## src/rtl/gpio_in_pkg.sv

```systemverilog
// rtl/gpio_in_pkg.sv - shared constants and helpers for the GPIO input port
package gpio_in_pkg;

   // Byte offsets of the four software-visible registers
   localparam logic [3:0] GPIO_LEVEL_OFF = 4'h0;
   localparam logic [3:0] GPIO_PEND_OFF  = 4'h4;
   localparam logic [3:0] GPIO_CNT_OFF   = 4'h8;
   localparam logic [3:0] GPIO_MASK_OFF  = 4'hC;

   // Width of the software event counter
   localparam int GPIO_CNT_W = 16;

   // Bits needed to hold 0..value-1; never less than one bit
   function automatic int clog2(input int unsigned value);
      int w;
      w = 0;
      for (int i = 0; i < 32; i++) begin
         if (((value - 1) >> i) != 0) begin
            w = i + 1;
         end
      end
      return (w < 1) ? 1 : w;
   endfunction

endpackage

```

## src/rtl/gpio_debounce.sv

```systemverilog
// rtl/gpio_debounce.sv - two-flop synchronizer and debounce counter for one pin
module gpio_debounce
   import gpio_in_pkg::*;
#(
   parameter int DEBOUNCE_CYCLES = 1000000
) (
   input  logic clk,
   input  logic reset,
   input  logic pin,
   output logic level,
   output logic rise
);

   localparam int CW = clog2(DEBOUNCE_CYCLES);
   localparam logic [CW-1:0] CNT_MAX = CW'(DEBOUNCE_CYCLES - 1);

   logic          sync1_q, sync1_d;
   logic          sync2_q, sync2_d;
   logic          level_q, level_d;
   logic          rise_q, rise_d;
   logic [CW-1:0] cnt_q, cnt_d;

   // Synchronize the raw pin, then require a full run of disagreeing
   // samples before the debounced level follows it
   always_comb begin
      sync1_d = pin;
      sync2_d = sync1_q;
      cnt_d   = cnt_q;
      level_d = level_q;
      rise_d  = 1'b0;
      if (sync2_q == level_q) begin
         cnt_d = '0;
      end else if (cnt_q == CNT_MAX) begin
         level_d = sync2_q;
         cnt_d   = '0;
         rise_d  = sync2_q;
      end else begin
         cnt_d = cnt_q + 1'b1;
      end
   end

   // State registers; rise is registered so it lands the cycle after the level flips
   always_ff @(posedge clk) begin
      if (!reset) begin
         sync1_q <= 1'b0;
         sync2_q <= 1'b0;
         level_q <= 1'b0;
         rise_q  <= 1'b0;
         cnt_q   <= '0;
      end else begin
         sync1_q <= sync1_d;
         sync2_q <= sync2_d;
         level_q <= level_d;
         rise_q  <= rise_d;
         cnt_q   <= cnt_d;
      end
   end

   assign level = level_q;
   assign rise  = rise_q;

endmodule

```

## src/rtl/gpio_input_port.sv

```systemverilog
// rtl/gpio_input_port.sv - debounced GPIO input bus slave; GPIO_IN_IRQ_EN adds MASK and irq
module gpio_input_port
   import gpio_in_pkg::*;
#(
   parameter int N_IN            = 4,
   parameter int DEBOUNCE_CYCLES = 1000000
) (
   input  logic            clk,
   input  logic            reset,
   input  logic [N_IN-1:0] pins,
   input  logic            bus_sel,
   input  logic            bus_we,
   input  logic [3:0]      bus_addr,
   input  logic [31:0]     bus_wdata,
   output logic [31:0]     bus_rdata,
   output logic            bus_ack,
   output logic            bus_err
`ifdef GPIO_IN_IRQ_EN
   ,
   output logic            irq
`endif
);

   logic [N_IN-1:0]       level_vec;
   logic [N_IN-1:0]       rise_vec;

   logic [N_IN-1:0]       pend_q, pend_d;
   logic [GPIO_CNT_W-1:0] evt_cnt_q, evt_cnt_d;
   logic                  ack_q, ack_d;
   logic                  err_q, err_d;
   logic [31:0]           rdata_q, rdata_d;
   logic [N_IN-1:0]       mask_rd;

   logic                  req;
   logic                  legal;
   logic                  wr_en;
   logic                  rd_en;
   logic [3:0]            reg_off;
   logic [31:0]           rd_word;

   logic                  unused_wdata;
   assign unused_wdata = ^bus_wdata[31:N_IN];

   genvar i;
   generate
      for (i = 0; i < N_IN; i++) begin : g_pin
         gpio_debounce #(
            .DEBOUNCE_CYCLES(DEBOUNCE_CYCLES)
         ) u_debounce (
            .clk  (clk),
            .reset(reset),
            .pin  (pins[i]),
            .level(level_vec[i]),
            .rise (rise_vec[i])
         );
      end
   endgenerate

   // Accept a request only when no ack is outstanding, so a held select
   // produces at most one ack every other cycle
   always_comb begin
      req     = bus_sel & ~ack_q;
      legal   = (bus_addr[1:0] == 2'b00);
      reg_off = {bus_addr[3:2], 2'b00};
      wr_en   = req & legal & bus_we;
      rd_en   = req & legal & ~bus_we;
   end

   // Pending bits and event counter; a new rise beats a same-cycle clear,
   // while a counter write beats a same-cycle increment
   always_comb begin
      pend_d = pend_q;
      if (wr_en && (reg_off == GPIO_PEND_OFF)) begin
         pend_d = pend_q & ~bus_wdata[N_IN-1:0];
      end
      pend_d = pend_d | rise_vec;

      evt_cnt_d = evt_cnt_q;
      if (wr_en && (reg_off == GPIO_CNT_OFF)) begin
         evt_cnt_d = '0;
      end else if (|rise_vec) begin
         evt_cnt_d = evt_cnt_q + 1'b1;
      end
   end

`ifdef GPIO_IN_IRQ_EN
   logic [N_IN-1:0] mask_q, mask_d;
   logic            irq_q, irq_d;

   // Interrupt mask register and registered level interrupt
   always_comb begin
      mask_d = mask_q;
      if (wr_en && (reg_off == GPIO_MASK_OFF)) begin
         mask_d = bus_wdata[N_IN-1:0];
      end
      irq_d   = |(pend_q & mask_q);
      mask_rd = mask_q;
   end

   // Mask and interrupt registers
   always_ff @(posedge clk) begin
      if (!reset) begin
         mask_q <= '0;
         irq_q  <= 1'b0;
      end else begin
         mask_q <= mask_d;
         irq_q  <= irq_d;
      end
   end

   assign irq = irq_q;
`else
   assign mask_rd = '0;
`endif

   // Read mux over current register state, zero-extended to a word
   always_comb begin
      rd_word = '0;
      case (reg_off)
         GPIO_LEVEL_OFF: rd_word = {{(32-N_IN){1'b0}}, level_vec};
         GPIO_PEND_OFF:  rd_word = {{(32-N_IN){1'b0}}, pend_q};
         GPIO_CNT_OFF:   rd_word = {{(32-GPIO_CNT_W){1'b0}}, evt_cnt_q};
         GPIO_MASK_OFF:  rd_word = {{(32-N_IN){1'b0}}, mask_rd};
         default:        rd_word = '0;
      endcase
   end

   // Response: one-cycle ack, error on misaligned offsets, data only on legal reads
   always_comb begin
      ack_d   = req;
      err_d   = req & ~legal;
      rdata_d = rd_en ? rd_word : '0;
   end

   // Register file and bus response flops
   always_ff @(posedge clk) begin
      if (!reset) begin
         pend_q    <= '0;
         evt_cnt_q <= '0;
         ack_q     <= 1'b0;
         err_q     <= 1'b0;
         rdata_q   <= '0;
      end else begin
         pend_q    <= pend_d;
         evt_cnt_q <= evt_cnt_d;
         ack_q     <= ack_d;
         err_q     <= err_d;
         rdata_q   <= rdata_d;
      end
   end

   assign bus_ack   = ack_q;
   assign bus_err   = err_q;
   assign bus_rdata = rdata_q;

endmodule

```

## config.mk

```make
export PLATFORM = sky130hd
export DESIGN_NAME = gpio_input_port
export DESIGN_NICKNAME = d
export VERILOG_FILES = /design/src/rtl/gpio_in_pkg.sv /design/src/rtl/gpio_debounce.sv /design/src/rtl/gpio_input_port.sv
export SDC_FILE = /design/constraint.sdc
export NUM_CORES = 1
export LEC_CHECK = 0
export ABC_AREA = 1
export BUFFER_PORTS_ARGS = -buffer_cell sky130_fd_sc_hd__buf_2
export CORE_MARGIN = 2
export CORE_UTILIZATION = 52
export DETAILED_ROUTE_END_ITERATION = 12
export GPL_TIMING_DRIVEN = 0
export PLACE_DENSITY = 0.73
export SLEW_MARGIN = 20
export SYNTH_ARGS = -nofsm -noshare
export SYNTH_HDL_FRONTEND = slang
export SYNTH_SLANG_ARGS = --single-unit
```

## constraint.sdc

```tcl
create_clock -name clk -period 2 [get_ports clk]
set_clock_uncertainty 0.2 [all_clocks]
set_input_delay 0.1 -clock clk [delete_from_list [all_inputs] [get_ports clk]]
set_output_delay 0.1 -clock clk [all_outputs]
set_load 0.02 [all_outputs]
```

**After elaboration in Yosys (flattened, before gate mapping)**

Index checks and enable logic that the tools add are counted.

- Add/subtract/negate cells: 5
- Equal/unequal tests: 10
- Mux-type cells: 2
- Bitwise operators: 20
- Reductions and logical operators: 19

Operators with widths:

| operator | number |
|---|---|
| $add 20x1->20 const B | 4 |
| $eq 20x20->1 const B | 4 |
| $pmux 16 s3 | 1 |
| $reduce_or 3->1 | 8 |
| $add 16x1->16 const B | 1 |
| $not 1->1 | 12 |
| $reduce_and 2->1 | 5 |
| $and 1x1->1 | 5 |
| $and 4x4->4 | 1 |
| $eq 1x1->1 | 4 |
| $logic_not 4->1 | 1 |
| $mux 4 | 1 |
| $not 4->4 | 1 |
| $or 4x4->4 | 1 |
| $reduce_or 4->1 | 1 |
| $eq 2x1->1 const B | 1 |
| $eq 2x2->1 const B | 1 |
| $logic_and 1x1->1 | 2 |
| $logic_not 2->1 | 1 |
| $reduce_or 2->1 | 1 |

- Register bits after elaboration: 150
- Output and inout bits: 34
- Logic and storage cells: 81

**Depth between registers and ports, before layout**

Gate-level depths: netlist (run 1).

- Depth after elaboration: 7
- Gate-level depth with buffers: 9
- Depth with buffers taken out: 9

**Modules after synthesis**

A second synthesis (run 1) with hierarchy kept.

- Cells, all modules: 908
- Area, all modules: 6,760.2 sq um

By module, submodules not included:

| module | instances | cells each | area each (sq um) |
|---|---|---|---|
| gpio_debounce | 4 | 166 | 1,228.7 |
| gpio_input_port | 1 | 244 | 1,845.5 |

**Worst setup path before layout (run 1)**

Ideal clock, no wire load.

- Path type: register to register
- Start: register g_pin[1].u_debounce.cnt_q[0]
- End: register g_pin[1].u_debounce.cnt_q[14]
- Data arrival time: 1.253 ns
- Required time: 1.686 ns
- Slack: 0.433 ns
- Cell stages (with the launch flop): 8
- Path buffers: 1
- Clock period less this slack: 1.567 ns
- Cells stage by stage: dfxtp_1 -> ha_1 -> nand3_2 -> nor2_2 -> nand3_1 -> nand2_4 -> buf_6 -> nor2_1

- Word-level cells in the longest chain between the ends: 2

RTL lines:

| element | line | RTL |
|---|---|---|
| from (decl) | gpio_debounce.sv:21 | `logic [CW-1:0] cnt_q, cnt_d;` |
| from (signal assigned) | gpio_debounce.sv:55 | `cnt_q <= cnt_d;` |
| parallel branches: the longest is 2 deep, another holds $add 20x1->20 | n/a |  |

Several ways; the timed one is not identified.
A chain may end at the register's enable or synchronous reset.

**Worst setup path in the final report (run 1)**

- Start: input port bus_addr[0]
- End: register pend_q[3]

- Word-level cells in the longest chain between the ends: 6

RTL lines:

| element | line | RTL |
|---|---|---|
| from (decl) | gpio_input_port.sv:13 | `input logic [3:0] bus_addr,` |
| $logic_not 2->1 | gpio_input_port.sv:63 | `legal = (bus_addr[1:0] == 2'b00);` |
| $and 1x1->1 (2 in a row) | gpio_input_port.sv:65 | `wr_en = req & legal & bus_we;` |
| $logic_and 1x1->1 | gpio_input_port.sv:73 | `if (wr_en && (reg_off == GPIO_PEND_OFF)) begin` |
| $mux 4 | gpio_input_port.sv:73 |  |
| $or 4x4->4 | gpio_input_port.sv:76 | `pend_d = pend_d \| rise_vec;` |
| to (signal assigned) | gpio_input_port.sv:144 | `pend_q <= pend_d;` |
| to (decl) | gpio_input_port.sv:27 | `logic [N_IN-1:0] pend_q, pend_d;` |

No other way between the ends.

==> results.sh, run 1 <==
export IMPL_status="finished clean"
export IMPL_slew_viol_final=0
export IMPL_dp_cells=1165
export IMPL_ys_seq_elements=134
export IMPL_core_area_um2=12500
export IMPL_cts_tree="yes"
export IMPL_first_global_vias=5278
export IMPL_synth_area_leaders="dfxtp_1 (41%), nand2_1 (13%), nor2_1 (12%), inv_1 (5.8%), nand3_1 (4.7%)"
export IMPL_total_leakage_power_nw=2.90
export IMPL_drt_total_wl_um=13400
export IMPL_crit_arrival_ns=1.97
export IMPL_final_period_utilization=0.932
export IMPL_drtAntennaViolNets=0
export IMPL_power_density_nw_per_um2=797
export IMPL_cts_made_buffers=17
export IMPL_wl_met2_um=6230
export IMPL_drive_gt1_frac=0.121
export IMPL_nets=1080
export IMPL_hold_slack_ns=0.0377
export IMPL_hpwlAfterDp_um=9460
export IMPL_area_delta_synth_final_pct=19.2
export IMPL_via_per_inst=4.83
export IMPL_start_util=0.527
export IMPL_cp_required_ns=2.11
export IMPL_post_route_util=0.628
export IMPL_synth_seq_area_share=0.409
export IMPL_topRoutingLayerUsed="met4"
export IMPL_grtUsageTotal=0.214
export IMPL_drt_met1_wl_um=6300
export IMPL_overflow=0
export IMPL_io_buffers=32
export IMPL_drt_iter0_drc=466
export IMPL_grt_max_degree=17
export IMPL_instances_no_fill=1216
export IMPL_end_kind="flip-flop"
export IMPL_ys_warn_count=0
export IMPL_syn_inst=946
export IMPL_start_kind="input pin"
export IMPL_vias=5869
export IMPL_post_synth_cell_area_avg_um2=6.94
export IMPL_power_share_switching=0.197
export IMPL_die_h_um=116
export IMPL_hold_viol=0
export IMPL_die_w_um=116
export IMPL_wl_per_cell_um=11.0
export IMPL_htreeDepth=4
export IMPL_firstDrtPassIters=5
export IMPL_final_setup_tns_ns=0
export IMPL_path_class="input pin to flip-flop"
export IMPL_p_clk_frac=0.538
export IMPL_irDropWorstVdd_mv=0.824
export IMPL_cap_violations=0
export IMPL_clock_sinks=134
export IMPL_synthFlopType="dfxtp_1"
export IMPL_route_detailed_drc=0
export IMPL_synth_top_area_cell="dfxtp_1"
export IMPL_synth_cell_types=39
export IMPL_antenna_found_initial=0
export IMPL_comb_power_share=0.030
export IMPL_period_needed_ns=1.86
export IMPL_rsz0062_at_grt="false"
export IMPL_io_pin_count=78
export IMPL_internal_power_mw=5.00
export IMPL_p_total_mw=6.23
export IMPL_fp_dieArea_um2=13500
export IMPL_hp_class="input pin to flip-flop"
export IMPL_synth_edf_count=0
export IMPL_setup_viol=0
export IMPL_cts_root_buf="clkbuf_16"
export IMPL_cp_max_fo=4
export IMPL_clk_pin_slew_ns=0.06
export IMPL_yosysTopAreaCellShare=0.409
export IMPL_pwr_share_seq=0.431
export IMPL_fmax_mhz=536
export IMPL_antenna_cells=0
export IMPL_gp_congestion=0.884
export IMPL_rows=41
export IMPL_clockBufferDepth=2
export IMPL_netlist_area_um2=6570
export IMPL_synthArstFlopShare=0
export IMPL_grt_pass1_wl_um=22900
export IMPL_fillers=1120
export IMPL_route_met3_wl_um=490
export IMPL_clk_latency_ns=0.43
export IMPL_power_switching_mw=1.23
[registers in the layout, indices dropped and copies added, names as in the netlist]
signal and cells:
g_pin.u_debounce.cnt_q 80, bus_rdata 16, evt_cnt_q 16, g_pin.u_debounce.level 4, g_pin.u_debounce.rise 4, g_pin.u_debounce.sync1_q 4, g_pin.u_debounce.sync2_q 4, pend_q 4
bus_ack 1, bus_err 1
[cell usage after synthesis (all sizes together), types with 5 or more instances]
| master | count |
|---|---|
| inv | 105 |
| nand4 | 17 |
| xor2 | 30 |
| xnor2 | 15 |
| nor2 | 228 |
| nor3 | 15 |
| dfxtp | 134 |
| ha | 5 |
| nand2 | 228 |
| o21ai | 10 |
| a21oi | 43 |
| nand3 | 69 |
| or2 | 6 |
| buf | 25 |
[layer usage]
layer / vias up / global-route usage
li1: 3094 / -
met1: 2615 / 0.263
met2: 125 / 0.355
met3: 35 / 0.0493
met4: 0 / 0.102
met5: - / 0
[final cells by class]
type	instances	area (µm²)	area share
sequential	134	2680	0.343
buffer	26	205	0.0262
clock buffer	24	462	0.0590
tap	172	215	0.0275
multi-input combinational	696	3340	0.427
timing repair buffer	51	353	0.0451
inverter	105	399	0.0510
clock inverter	8	171	0.0219
[stage by stage]
step           setup WS, ns  area (µm²)
3_3_place_gp          0.224        7000
6_report              0.136        7830
2_1_floorplan         0.433        6620
5_1_grt              0.0320        7830
3_5_place_dp          0.213        7000
4_1_cts             0.00365        7820
[cell usage in the layout, fill, tap and decap left out, types with 2 or more instances in the layout]
cell	n
o21ai_0	8
nand2_1	223
nand3b_1	4
bufinv_16	5
xnor2_1	15
xor2_1	30
ha_1	5
clkbuf_16	17
inv_2	2
nor3_1	9
conb_1	16
nand2_2	2
o211ai_1	2
buf_6	5
dfxtp_1	134
nand2_4	3
or2_1	2
a21oi_2	2
nand4_1	17
clkbuf_1	7
and2_1	2
a21o_1	2
nand3_2	7
a21oi_1	41
nand3_1	62
inv_1	102
nor3_2	5
or2_0	3
o21ai_1	2
nor2_2	16
buf_4	18
nor2_1	209
nor2_4	2
o21bai_1	2
dlygate4sd3_1	18
buf_2	34
[kinds of logic after synthesis]
logic type / count (synthesis) / synth area share
compound gates: 61 / 0.0507
xor+xnor: 45 / 0.0600
fa+ha+maj: 5 / 0.00953
buf+inv: 131 / 0.0920
flops: 134 / 0.409
other cells: 1 / 0.000571
simple gates: 569 / 0.379
[critical path, cell delays in order]
cell           delay (ns)
dlygate4sd3_1        0.53
buf_2                0.12
nor2_1               0.14
nand4_1              0.14
nor2_2               0.20
nand2_1              0.07
nand2_1              0.06
a21oi_1              0.05
dlygate4sd3_1        0.56
[worst paths after layout]
check,startpoint,to,slack [ns],depth (start not counted)
setup / recovery,bus_addr[0],pend_q[3]$_SDFF_PN0_,0.14,9
hold / removal,bus_addr[1],pend_q[2]$_SDFF_PN0_,0.04,7
setup reg to reg,g_pin[0].u_debounce.cnt_q[0]$_SDFF_PP0_,g_pin[0].u_debounce.cnt_q[9]$_SDFF_PP0_,0.20,7
hold reg to reg,g_pin[0].u_debounce.sync1_q$_SDFF_PN0_,g_pin[0].u_debounce.sync2_q$_SDFF_PN0_,0.22,2
[power groups by stage]
stage	logic, mW	clock network, mW	registers (mW)
6_report	0.189	3.36	2.69
5_1_grt	0.207	3.51	2.69
4_1_cts	0.184	3.41	2.69
3_5_place_dp	0.160	0	2.75
3_3_place_gp	0.159	0	2.75
2_1_floorplan	0.119	0	2.75
[timing repair]
action                                 CTS  global route
gates resized for setup                  0             3
setup endpoints to repair                0            19
hold buffers                            19             0
buffers inserted                         0             0
endpoints found under the hold margin   43             0
(Power assumes the default switching activity.)
==> run 2: changes to the inputs <==
--- a/config.mk
+++ b/config.mk
@@ -7,10 +7,10 @@
 export LEC_CHECK = 0
 export ABC_AREA = 1
 export BUFFER_PORTS_ARGS = -buffer_cell sky130_fd_sc_hd__buf_2
+export CAP_MARGIN = 25
 export CORE_MARGIN = 2
 export CORE_UTILIZATION = 52
 export DETAILED_ROUTE_END_ITERATION = 12
-export GPL_TIMING_DRIVEN = 0
 export PLACE_DENSITY = 0.73
 export SLEW_MARGIN = 20
 export SYNTH_ARGS = -nofsm -noshare
==> constraint.sdc (replaced) <==
create_clock -name clk -period 2 [get_ports clk]
set_clock_uncertainty 0.2 [all_clocks]
set_input_delay 0 -clock clk [delete_from_list [all_inputs] [get_ports clk]]
set_output_delay 0 -clock clk [all_outputs]
set_load 0.02 [all_outputs]
==> run 2 against run 1 <==
Count of clock-buffer cells in the layout down 1. Maximum frequency down 6.1%. Die area unchanged. Highest routed layer unchanged. Via count down 2.9%.
==> results.sh, run 2 (same netlist as run 1, synthesis figures left out) <==
export IMPL_drtAntennaViolNets=0
export IMPL_regArea_um2=2680
export IMPL_largest_register_ffs=80
export IMPL_final_cell_mix="nand2_1 (223), nor2_1 (209), dfxtp_1 (134)"
export IMPL_firstDrtPassIters=5
export IMPL_core_area_um2=12500
export IMPL_final_period_utilization=0.993
export IMPL_cp_max_fo=5
export IMPL_grt_pass1_wl_um=22700
export IMPL_hpwlAfterDp_um=9230
export IMPL_antenna_cells=0
export IMPL_multi_input_area_um2=3340
export IMPL_crit_arrival_ns=2.12
export IMPL_nets=1063
export IMPL_cts_root_buf="clkbuf_16"
export IMPL_rsz0062_at_grt="true"
export IMPL_end_kind="flip-flop"
export IMPL_vias=5700
export IMPL_power_density_nw_per_um2=752
export IMPL_setup_viol=0
export IMPL_clockBufferDepth=2
export IMPL_period_needed_ns=1.99
export IMPL_final_common_cell="nand2_1"
export IMPL_cts_made_buffers=17
export IMPL_dp_cells=1146
export IMPL_irDropWorstVdd_mv=0.569
export IMPL_clk_latency_ns=0.42
export IMPL_drt_total_wl_um=13100
export IMPL_grt_max_degree=20
export IMPL_clk_pin_slew_ns=0.06
export IMPL_p_total_mw=5.72
export IMPL_total_leakage_power_nw=2.75
export IMPL_via_per_inst=4.75
export IMPL_area_delta_synth_final_pct=15.9
export IMPL_fp_dieArea_um2=13500
export IMPL_final_area_um2=7610
export IMPL_postCtsSetupRepairBufs=0
export IMPL_worst_slew_pin_slew_ns=0.557
export IMPL_grtUsageTotal=0.211
export IMPL_fmax_mhz=504
export IMPL_path_class="input pin to flip-flop"
export IMPL_hold_viol=0
export IMPL_overflow=0
export IMPL_hold_slack_ns=0.212
export IMPL_htreeDepth=4
export IMPL_rows=41
export IMPL_first_global_vias=5297
export IMPL_die_h_um=116
export IMPL_final_setup_tns_ns=0
export IMPL_fillers=1185
export IMPL_io_pin_count=78
export IMPL_dpl_instance_area_um2=6840
export IMPL_instances_no_fill=1199
export IMPL_cap_violations=0
export IMPL_wl_per_cell_um=10.9
export IMPL_gp_congestion=0.934
export IMPL_hp_class="flip-flop to flip-flop"
export IMPL_regMostFlops="g_pin.u_debounce.cnt_q"
export IMPL_status="finished clean"
export IMPL_start_kind="input pin"
export IMPL_cp_required_ns=2.13
export IMPL_drive_gt1_frac=0.108
export IMPL_cts_tree="yes"
export IMPL_antenna_found_initial=0
export IMPL_start_util=0.527
export IMPL_clock_sinks=134
export IMPL_route_detailed_drc=0
export IMPL_die_w_um=116
export IMPL_io_buffers=33
export IMPL_slew_viol_final=0
export IMPL_drt_iter0_drc=464
export IMPL_slew_headroom=0.628
## run 2: cell types whose count changed in the layout (fill, tap and decap cells not counted), moves of 2 or more
| cell | change |
|---|---|
| bufinv_16 | -4 |
| buf_6 | -5 |
| buf_4 | -12 |
| dlygate4sd3_1 | +3 |
| clkinv_2 | +4 |
| clkbuf_1 | -3 |
| clkinvlp_4 | +2 |
## run 2: cell type report
| class | instances | share of cell area |
|---|---|---|
| repair buffers | 60 | 0.0553 |
| clock buffers | 23 | 0.0615 |
| inverters | 105 | 0.0528 |
| well taps | 172 | 0.0283 |
| flip-flops and latches | 134 | 0.353 |
| multi-input cells | 696 | 0.439 |
| clock inverters | 9 | 0.0102 |
## run 2: path summary, 6_finish.rpt
check                                         startpoint                                      to  slack, ns  depth (start not counted)
hold / removal    g_pin[2].u_debounce.sync1_q$_SDFF_PN0_  g_pin[2].u_debounce.sync2_q$_SDFF_PN0_       0.21                          2
hold reg to reg   g_pin[2].u_debounce.sync1_q$_SDFF_PN0_  g_pin[2].u_debounce.sync2_q$_SDFF_PN0_       0.21                          2
setup reg to reg               evt_cnt_q[1]$_SDFFE_PP0P_              evt_cnt_q[14]$_SDFFE_PP0P_       0.26                          8
setup / recovery                             bus_addr[0]                 bus_rdata[0]$_SDFF_PN0_       0.01                          8
## run 2: repair_timing
action	4_1_cts	5_1_grt
hold buffers	21	0
hold endpoints to repair	40	0
endpoints found under the setup margin	0	25
gates resized for setup	0	5
## run 2: worst max-delay path, cell delays in order
cell,delay [ns]
dlygate4sd3_1,0.56
buf_2,0.13
nor2_1,0.09
dlygate4sd3_1,0.61
inv_1,0.08
nor3_4,0.25
o21ai_0,0.20
nor2_1,0.20
## run 2: per-layer routing
layer / routed length [µm] / track usage
met4: 303 / 0.113
met5: 0 / 0
met3: 452 / 0.0467
met1: 6390 / 0.262
met2: 5970 / 0.345
## run 2: where the power goes
group	internal [mW]	leakage, nW	total [mW]	switching (mW)
combinational	0.0592	1.41	0.167	0.108
sequential	2.68	1.08	2.69	0.00587
clock	1.76	0.263	2.87	1.11
total	4.50	2.75	5.72	1.22
## run 2: through the flow
stage	utilization	worst slack [ns]
finish	0.610	0.0140
global route	0.610	-0.00156
CTS	0.610	0.110
detailed placement	0.549	0.275
global placement	0.549	0.310
floorplan	-	0.433
==> run 3: changes to the inputs <==
--- a/config.mk
+++ b/config.mk
@@ -9,9 +9,9 @@
 export BUFFER_PORTS_ARGS = -buffer_cell sky130_fd_sc_hd__buf_2
 export CAP_MARGIN = 25
 export CORE_MARGIN = 2
-export CORE_UTILIZATION = 52
+export CORE_UTILIZATION = 58
 export DETAILED_ROUTE_END_ITERATION = 12
-export PLACE_DENSITY = 0.73
+export PLACE_DENSITY = 0.8
 export SLEW_MARGIN = 20
 export SYNTH_ARGS = -nofsm -noshare
 export SYNTH_HDL_FRONTEND = slang
==> constraint.sdc (replaced) <==
create_clock -name clk -period 2 [get_ports clk]
set_clock_uncertainty 0.2 [all_clocks]
set_input_delay 0.2 -clock clk [delete_from_list [all_inputs] [get_ports clk]]
set_output_delay 0.2 -clock clk [all_outputs]
set_load 0.02 [all_outputs]
==> run 3 against run 2 <==
Sequential share of layout area grew 0.38 points. Highest routed layer unchanged. Wire length is 0.21% higher. Via count rose by 0.44%. Die area is 10% lower. Sequential power about the same. Global-route usage is 1.0 points higher. Utilization up 7.8 points. Worst hold slack worse by 0.17 ns. Worst setup slack improved by 0.23 ns. Critical path type is now flip-flop to flip-flop. Total power increased by 1.5%. Critical endpoint is now g_pin[0].u_debounce.cnt_q[10]$_SDFF_PP0_. Sequential cell count unchanged.
==> results.sh, run 3 (same netlist as run 1, synthesis figures left out) <==
export IMPL_status="finished clean"
export IMPL_nets=1057
export IMPL_antenna_found_initial=0
export IMPL_cts_tree="yes"
export IMPL_firstDrtPassIters=5
export IMPL_crit_slowest_cell="dfxtp_1"
export IMPL_end_kind="flip-flop"
export IMPL_final_setup_tns_ns=0
export IMPL_wl_per_cell_um=11.3
export IMPL_hp_class="input pin to flip-flop"
export IMPL_instances_no_fill=1161
export IMPL_cts_made_buffers=17
export IMPL_drt_iter0_drc=419
export IMPL_start_kind="flip-flop"
export IMPL_dpl_instance_area_um2=6820
export IMPL_cap_violations=0
export IMPL_regMostFlops="g_pin.u_debounce.cnt_q"
export IMPL_hold_slack_ns=0.0373
export IMPL_fmax_mhz=569
export IMPL_final_common_cell="nand2_1"
export IMPL_path_class="flip-flop to flip-flop"
export IMPL_internal_power_mw=4.59
export IMPL_reg2reg_to="g_pin[0].u_debounce.cnt_q[10]$_SDFF_PP0_"
export IMPL_drtAntennaViolNets=0
export IMPL_htreeDepth=4
export IMPL_via_per_inst=4.93
export IMPL_clk_pin_slew_ns=0.06
export IMPL_setup_viol=0
export IMPL_gp_congestion=0.926
export IMPL_route_detailed_drc=0
export IMPL_pwr_share_seq=0.463
export IMPL_comb_power_share=0.027
export IMPL_post_place_ws_ns=0.235
export IMPL_io_buffers=33
export IMPL_area_delta_synth_final_pct=14.6
export IMPL_period_needed_ns=1.76
export IMPL_rrSetupSlack_ns=0.24
export IMPL_r2r_cells=7
export IMPL_max_stage_delay_ns=0.35
export IMPL_grt_pass1_wl_um=22500
export IMPL_dp_cells=1114
export IMPL_cp_required_ns=2.11
export IMPL_clock_sinks=134
export IMPL_drive_gt1_frac=0.106
export IMPL_rows=38
export IMPL_p_total_mw=5.81
export IMPL_crit_arrival_ns=1.87
export IMPL_grt_max_degree=21
export IMPL_power_share_switching=0.209
export IMPL_largest_register_ffs=80
export IMPL_crit_reg2reg_launch="g_pin[0].u_debounce.cnt_q[0]$_SDFF_PP0_"
export IMPL_hold_viol=0
export IMPL_cp_cell_sequence="ha_1 > nand3_2 > nor2_2 > nand3_1 > nand2_1 > buf_12 > nor2_1"
export IMPL_post_route_util=0.688
export IMPL_final_cell_mix="nand2_1 (223), nor2_1 (210), dfxtp_1 (134)"
export IMPL_antenna_cells=0
export IMPL_final_area_um2=7530
export IMPL_clk_latency_ns=0.42
export IMPL_io_pin_count=78
export IMPL_endpoint="g_pin[0].u_debounce.cnt_q[10]$_SDFF_PP0_"
export IMPL_hpwlAfterDp_um=9230
export IMPL_drt_total_wl_um=13100
export IMPL_crit_path_start="g_pin[0].u_debounce.cnt_q[0]$_SDFF_PP0_"
export IMPL_core_area_um2=10900
export IMPL_p_clk_frac=0.510
export IMPL_postCtsSetupRepairBufs=0
export IMPL_die_h_um=110
export IMPL_fp_dieArea_um2=12200
export IMPL_irDropWorstVdd_mv=0.770
export IMPL_grtUsageTotal=0.222
export IMPL_fillers=933
export IMPL_vias=5725
export IMPL_power_density_nw_per_um2=771
export IMPL_overflow=0
export IMPL_setup_slack_ns=0.242
export IMPL_power_switching_mw=1.21
export IMPL_die_w_um=110
export IMPL_clockBufferDepth=2
export IMPL_rsz0062_at_grt="false"
export IMPL_cp_max_fo=20
export IMPL_start_util=0.600
export IMPL_final_period_utilization=0.879
export IMPL_cts_root_buf="clkbuf_16"
export IMPL_total_leakage_power_nw=2.74
export IMPL_slew_viol_final=0
export IMPL_first_global_vias=5233
==> run 3: worst min-delay path by stage <==
stage                        from                                endpoint  slack (ns)  depth (start not counted)
after floorplan           pins[0]  g_pin[0].u_debounce.sync1_q$_SDFF_PN0_         0.1                          2
after global placement    pins[3]  g_pin[3].u_debounce.sync1_q$_SDFF_PN0_        0.18                          3
after detailed placement  pins[0]  g_pin[0].u_debounce.sync1_q$_SDFF_PN0_        0.19                          3
after CTS                 bus_sel                      bus_err$_SDFF_PN0_        0.01                          5
after global routing      bus_sel                      bus_err$_SDFF_PN0_        0.03                          5
final                     bus_sel                      bus_err$_SDFF_PN0_        0.04                          5
==> run 3: layer usage <==
layer | track usage | share of wire | vias up
li1 | - | - | 3056
met1 | 0.273 | 0.48 | 2541
met2 | 0.371 | 0.47 | 114
met3 | 0.0642 | 0.040 | 14
met4 | 0.0767 | 0.012 | 0
met5 | 0 | 0 | -
==> run 3: layout make-up <==
cell class / instances / area [µm²] / area share
clock buffer: 23 / 458 / 0.0608
clock inverter: 9 / 103 / 0.0136
inverter: 105 / 399 / 0.0530
multi-input combinational: 696 / 3340 / 0.443
sequential: 134 / 2680 / 0.356
tap: 140 / 175 / 0.0233
timing repair buffer: 54 / 373 / 0.0495
==> run 3: timing repair <==
| item | in CTS | in global routing |
|---|---|---|
| hold buffers | 15 | 0 |
| endpoints found under the hold margin | 14 | 0 |
| gates resized for setup | 0 | 0 |
==> run 3: worst max-delay path: cells and delay by family (launching register included) <==
kind,cells,cell delay [ns]
flip-flops,1,0.35
buffers and inverters,1,0.16
AND/OR/NAND/NOR,5,0.69
adder cells (fa/ha/maj),1,0.25
==> run 3: power groups by stage <==
stage / clock network (mW) / logic, mW / registers, mW
floorplan: 0 / 0.119 / 2.75
global placement: 0 / 0.130 / 2.75
detailed placement: 0 / 0.131 / 2.75
CTS: 3.00 / 0.154 / 2.69
global route: 3.13 / 0.170 / 2.69
finish: 2.96 / 0.156 / 2.69
